### config.mk
export PLATFORM = sky130hd
export DESIGN_NAME = cla_sub_46bit_seq
export DESIGN_NICKNAME = d
export VERILOG_FILES = /design/src/rtl/cla_sub_46bit_seq.sv
export SDC_FILE = /design/constraint.sdc
export NUM_CORES = 1
export LEC_CHECK = 0
export BUFFER_PORTS_ARGS = -buffer_cell sky130_fd_sc_hd__buf_2
export CAP_MARGIN = 10
export CORE_MARGIN = 2
export CORE_UTILIZATION = 45
export CTS_BUF_LIST = sky130_fd_sc_hd__clkbuf_2
export CTS_CLUSTER_DIAMETER = 50
export DETAILED_ROUTE_END_ITERATION = 8
export HOLD_SLACK_MARGIN = 0.06
export PLACE_DENSITY = 0.66
export SYNTH_ARGS = -nofsm -noshare
export SYNTH_HDL_FRONTEND = slang
export SYNTH_SLANG_ARGS = --single-unit
### constraint.sdc
create_clock -name i_clk -period 7.9 [get_ports i_clk]
set_clock_uncertainty 0.2 [all_clocks]
set_input_delay 0.395 -clock i_clk [delete_from_list [all_inputs] [get_ports i_clk]]
set_output_delay 0.395 -clock i_clk [all_outputs]
set_load 0.005 [all_outputs]
### src/rtl/cla_sub_46bit_seq.sv
// rtl/cla_sub_46bit_seq.sv - multi-cycle sliced carry-lookahead subtractor, result {borrow, difference}
// Optional signed-overflow output o_ovf is built when SUB_SIGNED_OVF_EN is defined.
module cla_sub_46bit_seq #(
  parameter int WIDTH = 46,
  parameter int CHUNK = 12
) (
  input  logic             i_clk,
  input  logic             i_rst_n,
  input  logic             i_valid,
  output logic             o_ready,
  input  logic [WIDTH-1:0] i_op1,
  input  logic [WIDTH-1:0] i_op2,
  output logic             o_valid,
  input  logic             i_ready,
  output logic [WIDTH:0]   o_result
`ifdef SUB_SIGNED_OVF_EN
  ,
  output logic             o_ovf
`endif
);

  localparam int NCHUNK    = (WIDTH + CHUNK - 1) / CHUNK;
  localparam int CNT_W     = (NCHUNK > 1) ? $clog2(NCHUNK) : 1;
  localparam int LAST_BITS = WIDTH - CHUNK * (NCHUNK - 1);
  localparam logic [CNT_W-1:0] LAST_CNT = CNT_W'(NCHUNK - 1);

  typedef enum logic [1:0] {IDLE = 2'd0, BUSY = 2'd1, DONE = 2'd2} state_t;

  state_t           state_q, state_d;
  logic [WIDTH-1:0] op1_q, op1_d, op2n_q, op2n_d, diff_q, diff_d;
  logic             c_q, c_d;
  logic [CNT_W-1:0] cnt_q, cnt_d;
  logic [WIDTH:0]   result_q, result_d;
`ifdef SUB_SIGNED_OVF_EN
  logic             ovf_q, ovf_d;
`endif

  logic [CHUNK-1:0] a, b, g, p, s;
  logic [CHUNK:0]   carry;
  logic             cout, last;

  // Current slice: operand bits above WIDTH read as zero in the partial last slice.
  always_comb begin
    logic pp, cc;
    a = '0;
    b = '0;
    for (int k = 0; k < WIDTH; k++) begin
      if (CNT_W'(k / CHUNK) == cnt_q) begin
        a[k % CHUNK] = op1_q[k];
        b[k % CHUNK] = op2n_q[k];
      end
    end
    g = a & b;
    p = a | b;
    carry[0] = c_q;
    for (int i = 0; i < CHUNK; i++) begin
      pp = 1'b1;
      cc = 1'b0;
      for (int j = i; j >= 0; j--) begin
        cc = cc | (pp & g[j]);
        pp = pp & p[j];
      end
      carry[i+1] = cc | (pp & c_q);
    end
    s    = a ^ b ^ carry[CHUNK-1:0];
    last = (cnt_q == LAST_CNT);
    cout = last ? carry[LAST_BITS] : carry[CHUNK];
  end

  always_comb begin
    state_d  = state_q;
    op1_d    = op1_q;
    op2n_d   = op2n_q;
    diff_d   = diff_q;
    c_d      = c_q;
    cnt_d    = cnt_q;
    result_d = result_q;
`ifdef SUB_SIGNED_OVF_EN
    ovf_d    = ovf_q;
`endif
    case (state_q)
      IDLE: begin
        if (i_valid) begin
          op1_d   = i_op1;
          op2n_d  = ~i_op2;
          c_d     = 1'b1;
          cnt_d   = '0;
          state_d = BUSY;
        end
      end
      BUSY: begin
        for (int k = 0; k < WIDTH; k++) begin
          if (CNT_W'(k / CHUNK) == cnt_q) diff_d[k] = s[k % CHUNK];
        end
        c_d   = cout;
        cnt_d = cnt_q + 1'b1;
        if (last) begin
          cnt_d    = '0;
          state_d  = DONE;
          result_d = {~cout, diff_d};
`ifdef SUB_SIGNED_OVF_EN
          ovf_d    = (op1_q[WIDTH-1] ^ ~op2n_q[WIDTH-1]) & (diff_d[WIDTH-1] ^ op1_q[WIDTH-1]);
`endif
        end
      end
      DONE: begin
        if (i_ready) state_d = IDLE;
      end
      default: state_d = IDLE;
    endcase
  end

  always_ff @(posedge i_clk) begin
    if (!i_rst_n) begin
      state_q  <= IDLE;
      op1_q    <= '0;
      op2n_q   <= '0;
      diff_q   <= '0;
      c_q      <= 1'b0;
      cnt_q    <= '0;
      result_q <= '0;
`ifdef SUB_SIGNED_OVF_EN
      ovf_q    <= 1'b0;
`endif
    end else begin
      state_q  <= state_d;
      op1_q    <= op1_d;
      op2n_q   <= op2n_d;
      diff_q   <= diff_d;
      c_q      <= c_d;
      cnt_q    <= cnt_d;
      result_q <= result_d;
`ifdef SUB_SIGNED_OVF_EN
      ovf_q    <= ovf_d;
`endif
    end
  end

  assign o_ready  = (state_q == IDLE) & i_rst_n;
  assign o_valid  = (state_q == DONE);
  assign o_result = result_q;
`ifdef SUB_SIGNED_OVF_EN
  assign o_ovf    = ovf_q;
`endif

endmodule

# Word-level counts from Yosys, hierarchy flattened
# Index checks and enable logic that the tools add are counted.
# totals
wordCells	401
out_inout_bits	49
input_bits	96
regBits	190
# classes
eq_ne	9
addsub	1
bitwise	229
reduce_logical	7
muxes	148
# op_table
operator	n
1-bit AND	145
1-bit 2-to-1 mux	140
1-bit OR	78
46-bit inverter	1
12-bit XOR	2
12-bit AND	1
12-bit OR	1
2-bit 2-to-1 mux	5
2-bit one-hot mux with 3 select lines	1
2-bit AND reduction	3
2-bit == test (first input constant)	2
2-bit == test (second input constant)	2
2-bit logical NOT	2
2-bit inequality test (second input constant)	2
2-bit one-hot mux with 2 select lines	1
3-bit AND reduction	1
2-bit by 1-bit adder with 2-bit output (second input constant)	1
1-bit by 2-bit == test with 1-bit output (first input constant)	1
2-bit by 1-bit == test with 1-bit output (second input constant)	1
2-bit by 1-bit inequality test with 1-bit output (second input constant)	1
1-bit one-hot mux with 2 select lines	1
2-bit nonzero test	1
1-bit inverter	1

# Depth between registers and ports, before layout
# Gate-level depths: netlist (run 1).
# depth
ltp_word	21
depth_mapped	17
mapped_depth_nobuf	15

# Worst setup path before layout (run 1)
# OpenSTA, ideal clock, no wires.
# synth_timing
kind	flip-flop to flip-flop
startpoint	reg cnt_q[0]
endpoint	reg result_q[10] (netlist: o_result[10])
setup_slack_ps	4709
stages_incl_launch_ff	17
period_less_slack_ps	3191
t_arrival_ps	2857
required_time_ps	7566
path_buffers	2
setup_time_ps	134
cell_sequence	dfxtp_1 inv_1 ha_1 clkbuf_1 clkbuf_1 nand3b_1 a21oi_1 a21oi_1 nor2_1 a21oi_1 inv_1 ha_1 a221oi_4 a31oi_4 or3_4 o311ai_4 o22ai_1
# synth_between
elab_chain_len	19
elab_cells_between_ends	126
classes_between	4 x eq/ne; 87 x mux; 33 x bitwise; 2 x reduce/logical
# synth_lines
element	line_no	rtl
start: declaration	32	logic [CNT_W-1:0] cnt_q, cnt_d;
start signal: assignment	131	cnt_q <= cnt_d;
2-bit logical NOT	48, 93	
1-bit 2-to-1 mux (4 in series)	48	if (CNT_W'(k / CHUNK) == cnt_q) begin
12-bit OR / 12-bit AND (equally long branches)	54, 53	
1-bit AND, on equally long branches	60, 61	
1-bit OR, or another cell as far along (8 in series)	60	cc = cc | (pp & g[j]);
1-bit OR / 1-bit AND (equally long branches)	60, 63	
1-bit OR	63	carry[i+1] = cc | (pp & c_q);
12-bit XOR	65	s = a ^ b ^ carry[CHUNK-1:0];
1-bit 2-to-1 mux	93	if (CNT_W'(k / CHUNK) == cnt_q) diff_d[k] = s[k % CHUNK];
end signal: assignment	132	result_q <= result_d;
end: declaration	33	logic [WIDTH:0] result_q, result_d;
# Parallel ways exist; a longest one is shown, timed or not.
# A chain may end at the register's enable or synchronous reset.

# Worst setup path after layout (run 1)
# layout_timing
startpoint	reg cnt_q[0]
endpoint	reg result_q[19] (netlist: o_result[19])
# layout_between
elab_chain_len	16
elab_cells_between_ends	95
classes_between	4 x eq/ne; 65 x mux; 24 x bitwise; 2 x reduce/logical
# layout_lines
element	line_no
2-bit logical NOT	48
1-bit 2-to-1 mux (4 in series)	48
12-bit OR / 12-bit AND (equally long branches)	54, 53
1-bit AND, on equally long branches	60, 61
1-bit OR, or another cell as far along (5 in series)	60
1-bit OR / 1-bit AND (equally long branches)	60, 63
1-bit OR	63
12-bit XOR	65
1-bit 2-to-1 mux	93
# Parallel ways exist; a longest one is shown, timed or not.

==> impl_metrics.csv, run 1 <==
group,metric,value,unit
status,status,"finished, final reports clean",
min_path,holdCritPathClass,"in -> reg",
sta,drv_slew,0,
yosys,netlist_instances,1023,
worst_setup_path,r2r_cells,14,
worst_setup_path,timing.rr.end,"o_result[19]$_SDFFE_PN0P_",
floorplanning,initial_utilization,0.458,
floorplanning,io-pin-count,145,
clock_tree,h-tree-depth,4,
clock_tree,clkTransAtPathRegs,0.25,ns
global_routing,grt_usage,0.277,
global_routing,grt_remaining_overflow,0,
route,finalWirelength,26700,um
global_routing,grt_max_degree,94,
min_path,hold_start,"i_op2[9]",
sta,setup_violations,0,
yosys,yosysSeqAreaShare,0.439,
yosys,yosysWarnings,0,
global_routing,first_global_vias,8609,
placed_design,io_buffers,144,
run,drv_cap,0,
yosys,syn_area_per_cell,8.02,um^2
finish,post-route-util,0.636,
yosys,yosysUniqueCellTypes,50,
yosys,syn_nets,1150,
clock_tree,cts.sinks,180,
floorplanning,num_rows,49,
worst_setup_path,crit_path_max_fanout,66,
yosys,synth_edf_count,0,
route,firstDrtPassIters,7,
yosys,synth-compound-area-share,0.227,
route,num_vias,8616,
global_routing,antenna_found_initial,1,
yosys,synth_top_flop_cell,"dfxtp_1",
power,powerDensity,163,nW/um^2
worst_setup_path,startpoint,"cnt_q[0]$_SDFFE_PN0P_",
global_routing,grt_pass1_wl,43300,um
worst_setup_path,crit_type,"reg -> reg",
yosys,yosys.area.top_type,"dfxtp_1",
sta,finalCriticalPeriod,4.08,ns
yosys,synthArstFlopShare,0,
yosys,synthXorXnorAreaFrac,0.0122,
clock_tree,insertion_delay,0.78,ns
sta,fmax,245,MHz
finish,final_common_cell,"dlygate4sd3_1",
yosys,synth_area_leaders,"dfxtp_1 (44%), a21oi_1 (9.9%), nand2_1 (8.2%), a211oi_1 (5.1%), ha_1 (4.6%)",
sta,hold_viol,0,
yosys,netlist.area_leader.share,0.439,
worst_setup_path,cp_data_required_time,8.33,ns
yosys,synth-simple-area-share,0.199,
worst_setup_path,start_kind,"flop",
finish,drive_gt1_frac,0.155,
worst_setup_path,endpoint_kind,"flop",
sta,rsz0062_at_grt,"false",
floorplanning,core_area,17900,um^2
yosys,yosys.area_share.adder,0.0482,
worst_setup_path,cp-endpoint,"o_result[19]$_SDFFE_PN0P_",
clock_tree,tritoncts,"done",
clock_tree,clockBufferDepth,2,
yosys,synthMuxAreaShare,0.0188,
clock_tree,post_cts_resized,0,
placed_design,preCtsSetupSlack,3.92,ns
route,drt_iter0_drc,621,
yosys,ys_ff_latch,180,
route,drc_errors,0,
floorplanning,fp.dieW,139,um
sta,whs,0.153,ns
worst_setup_path,cp_data_arrival_time,4.51,ns
finish,syn2layout_area_growth,38.8,%
sta,fin_ws,3.82,ns
power,power_leakage,4.76,nW
yosys,syn_area,8210,um^2
finish,nets,1460,
floorplanning,die_area,19300,um^2
sta,worst_pin_slew,1.09,ns
route,viasPerCell,5.47,
route,wl_per_cell,17.0,um
floorplanning,die_y,139,um
finish,layout_common_cells,"dlygate4sd3_1 (219), dfxtp_1 (180), nand2_1 (179), a21oi_1 (163), buf_2 (144)",
yosys,synth_top_family_by_area,"compound AO/OA/AOI/OAI gates",
sta,fin_crit_sh,0.517,
power,peakVddDrop,0.0910,mV
worst_setup_path,rrSetupSlack,3.82,ns
clock_tree,numCtsBuffers,17,
route,ant_nets,0,
placed_design,hpwl,15000,um
clock_tree,cts-root-buf,"clkbuf_2",
placed_design,gp_congestion,0.860,
sta,finalSetupTns,0,ns
sta,slew_headroom,0.274,
worst_setup_path,r2r_start,"cnt_q[0]$_SDFFE_PN0P_",
cells by family (layout without fill, tap and decap cells):
family | count (synthesis) | after routing
simple gates | 363 | 363
mux | 14 | 14
other cells | 0 | 1
fa+ha+maj | 31 | 31
xor+xnor | 8 | 8
compound gates | 309 | 309
buf+inv | 118 | 440
flops | 180 | 180
critical path, stage by stage (launching register included):
cell	delay (ns)
dfxtp_1	0.46
ha_2	0.19
buf_4	0.49
nand3b_1	0.20
a21oi_1	0.09
a21oi_1	0.17
nor2_1	0.06
a21oi_1	0.31
inv_1	0.08
ha_1	0.24
a221oi_4	0.37
nand3_2	0.23
a21oi_2	0.23
xor2_2	0.42
o22ai_1	0.16
report_power, final:
group | internal (mW) | switching, mW
clock network | 0.118 | 0.337
logic | 0.188 | 0.228
registers | 0.954 | 0.0295
state kept, by name, summed over array words and instances (netlist names):
signal	flops
cnt_q	2
o_result	47
state_q	2
diff_q	36
op2n_q	46
op1_q	46
c_q	1
how the worst min path moves through the flow:
| stage | endpoint | slack [ns] | cells after the start |
|---|---|---|---|
| 2_1_floorplan | diff_q[15]$_SDFFE_PN0P_ | 0.23 | 2 |
| 3_3_place_gp | diff_q[15]$_SDFFE_PN0P_ | 0.24 | 2 |
| 3_5_place_dp | diff_q[32]$_SDFFE_PN0P_ | 0.25 | 2 |
| 4_1_cts | op2n_q[40]$_SDFFE_PN0P_ | 0.07 | 3 |
| 5_1_grt | op2n_q[9]$_SDFFE_PN0P_ | 0.06 | 3 |
| 6_report | op2n_q[9]$_SDFFE_PN0P_ | 0.15 | 3 |
what timing repair did:
action                                 4_1_cts  5_1_grt
hold buffers                               218        1
setup buffers                                0        0
endpoints found under the hold margin      131        1
metrics by stage:
step	instances	power (mW)	instance area [um^2]
after detailed placement	1324	1.31	8980
after CTS	1573	1.84	11400
after global placement	1324	1.31	8980
after floorplan	1023	1.21	8210
after global routing	1575	1.95	11400
final	1575	1.86	11400
synthesized netlist by cell type (6+ instances only):
library cell,count
a31oi_1,10
o21ai_1,11
clkbuf_1,63
a21o_1,10
nor3b_1,12
a211oi_1,56
o22ai_1,12
nand3b_1,20
inv_1,36
buf_1,6
nor2b_1,11
o21ai_0,29
dfxtp_1,180
buf_2,12
ha_1,30
mux2i_1,12
nor2_1,88
nand3_1,27
a21oi_1,163
nand2_1,179
layout make-up:
cell class              count  area [um^2]
clock inverters            13          125
flip-flops and latches    180         3600
inverters                  37          141
diodes                      1         2.50
clock buffers              18         90.1
multi-input cells         725         4160
well taps                 229          287
fillers                  1481         6510
repair buffers            372         2980
routing by layer:
layer | global-route usage | routed length [um] | part of all wire
met1 | 0.329 | 10800 | 0.40
met3 | 0.0556 | 1470 | 0.055
met5 | 0 | 0 | 0
met4 | 0.130 | 1220 | 0.046
met2 | 0.482 | 13200 | 0.50
Note: power is estimated with default switching activity, not from simulation.
==> inputs of run 2 (changes only) <==
==> constraint.sdc (replaced) <==
create_clock -name i_clk -period 4.2 [get_ports i_clk]
set_clock_uncertainty 0.2 [all_clocks]
set_input_delay 0.21 -clock i_clk [delete_from_list [all_inputs] [get_ports i_clk]]
set_output_delay 0.21 -clock i_clk [all_outputs]
set_load 0.005 [all_outputs]
==> impl_metrics.csv, run 2 (synthesis results as in run 1) <==
group,metric,value,unit
route,finalWirelength,28400,um
finish,drive_gt1_frac,0.157,
placed_design,io_buffers,144,
sta,rsz0062_at_grt,"false",
min_path,whs_path_depth,2,
clock_tree,tritoncts,"done",
worst_setup_path,crit_path_max_fanout,36,
finish,nFillCells,1423,
worst_setup_path,timing.rr.end,"o_result[7]$_SDFFE_PN0P_",
sta,worst_pin_slew,0.837,ns
clock_tree,insertion_delay,0.81,ns
route,drc_errors,0,
floorplanning,num_rows,49,
global_routing,grt_remaining_overflow,0,
clock_tree,h-tree-depth,4,
worst_setup_path,cp_data_required_time,4.65,ns
route,wl_per_cell,17.4,um
worst_setup_path,r2r_start,"cnt_q[0]$_SDFFE_PN0P_",
power,power.total,3.63,mW
clock_tree,clockBufferDepth,2,
floorplanning,die_y,139,um
sta,fmax,265,MHz
worst_setup_path,rrSetupSlack,0.43,ns
run,drv_cap,0,
global_routing,grt_max_degree,75,
placed_design,gp_congestion,0.883,
global_routing,grt_usage,0.291,
floorplanning,die_area,19300,um^2
finish,layout_common_cells,"dlygate4sd3_1 (259), dfxtp_1 (180), nand2_1 (179), a21oi_1 (163), buf_2 (144)",
placed_design,hpwl,15600,um
floorplanning,io-pin-count,145,
floorplanning,initial_utilization,0.458,
sta,finalSetupTns,0,ns
global_routing,grt_pass1_wl,45200,um
clock_tree,clkTransAtPathRegs,0.23,ns
finish,largest_reg_flops,47,
min_path,hold_start,"diff_q[32]$_SDFFE_PN0P_",
route,viasPerCell,5.40,
sta,fin_crit_sh,0.898,
finish,nets,1511,
sta,setup_violations,0,
floorplanning,core_area,17900,um^2
min_path,whs_endpoint,"diff_q[32]$_SDFFE_PN0P_",
floorplanning,fp.dieW,139,um
global_routing,first_global_vias,8927,
power,powerDensity,304,nW/um^2
status,status,"finished, final reports clean",
clock_tree,cts.sinks,180,
finish,multi_input_area,4160,um^2
global_routing,antenna_found_initial,3,
clock_tree,numCtsBuffers,17,
route,firstDrtPassIters,5,
worst_setup_path,startpoint,"cnt_q[0]$_SDFFE_PN0P_",
sta,drv_slew,0,
clock_tree,cts-root-buf,"clkbuf_2",
sta,finalCriticalPeriod,3.77,ns
route,num_vias,8789,
power,power_leakage,5.13,nW
worst_setup_path,cp_data_arrival_time,4.22,ns
finish,regArea,3600,um^2
finish,syn2layout_area_growth,45.2,%
clock_tree,post_cts_resized,0,
worst_setup_path,r2r_cells,14,
sta,hold_viol,0,
worst_setup_path,start_kind,"flop",
route,ant_nets,0,
route,drt_iter0_drc,682,
finish,final_common_cell,"dlygate4sd3_1",
sta,slew_headroom,0.442,
worst_setup_path,crit_type,"reg -> reg",
power,peakVddDrop,0.188,mV
worst_setup_path,endpoint_kind,"flop",
min_path,holdCritPathClass,"reg -> reg",
-- run 2: cell types whose count changed in the layout (fill, tap and decap cells not counted), sizes merged --
cell / delta
dlygate4sd3: +40
buf: +11
clkinv: +3
inv: -1
clkinvlp: -2
bufinv: +1
diode: +2
-- run 2: critical path, stage by stage (launching register included) --
cell	delay, ns
dfxtp_1	0.46
ha_2	0.59
nand3b_1	0.20
a21oi_1	0.10
a21oi_1	0.18
nor2_1	0.06
a21oi_1	0.22
inv_1	0.07
ha_1	0.22
nor2b_1	0.15
o211ai_2	0.22
nand3_2	0.22
a21oi_2	0.23
xor2_2	0.37
o22ai_1	0.16
-- run 2: area by class of cell --
| class | count | share of cell area |
|---|---|---|
| Multi-Input combinational cell | 725 | 0.349 |
| Sequential cell | 180 | 0.302 |
| Timing Repair Buffer | 423 | 0.292 |
| Tap cell | 229 | 0.0240 |
| Clock inverter | 14 | 0.0126 |
| Inverter | 37 | 0.0119 |
| Clock buffer | 18 | 0.00756 |
| Antenna cell | 3 | 0.000630 |
-- run 2: worst max-delay path by stage --
stage,endpoint,depth (start not counted)
CTS,o_result[7]$_SDFFE_PN0P_,16
detailed placement,o_result[7]$_SDFFE_PN0P_,16
global placement,o_result[7]$_SDFFE_PN0P_,16
global route,o_result[7]$_SDFFE_PN0P_,14
finish,o_result[7]$_SDFFE_PN0P_,14
floorplan,o_result[10]$_SDFFE_PN0P_,16
-- run 2: what timing repair did --
item / 4_1_cts / 5_1_grt
endpoints found under the hold margin: 144 / 0
hold buffers: 259 / 0
buffers inserted: 0 / 0
-- run 2: metal layers --
metal / up-vias / GRT usage / routed length [um]
met3: 106 / 0.0542 / 1560
met1: 4081 / 0.331 / 11300
met4: 0 / 0.149 / 1350
li1: 4220 / - / -
met5: - / 0 / 0
met2: 382 / 0.521 / 14200
-- run 2: report_power, final --
part	internal, mW	switching, mW
logic	0.399	0.449
registers	1.79	0.0573
clock network	0.282	0.644
total	2.48	1.15
-- run 2: through the flow --
| step | cell area [um^2] | utilization | instances | setup WS [ns] | hold WS (ns) |
|---|---|---|---|---|---|
| after floorplan | 8210 | - | 1023 | 1.01 | 0.106 |
| after global placement | 9070 | 0.507 | 1335 | 0.643 | 0.190 |
| after detailed placement | 9070 | 0.507 | 1335 | 0.505 | 0.196 |
| after CTS | 11900 | 0.665 | 1626 | 0.515 | 0.240 |
| after global routing | 11900 | 0.666 | 1629 | 0.139 | 0.256 |
| final | 11900 | 0.666 | 1629 | 0.428 | 0.269 |
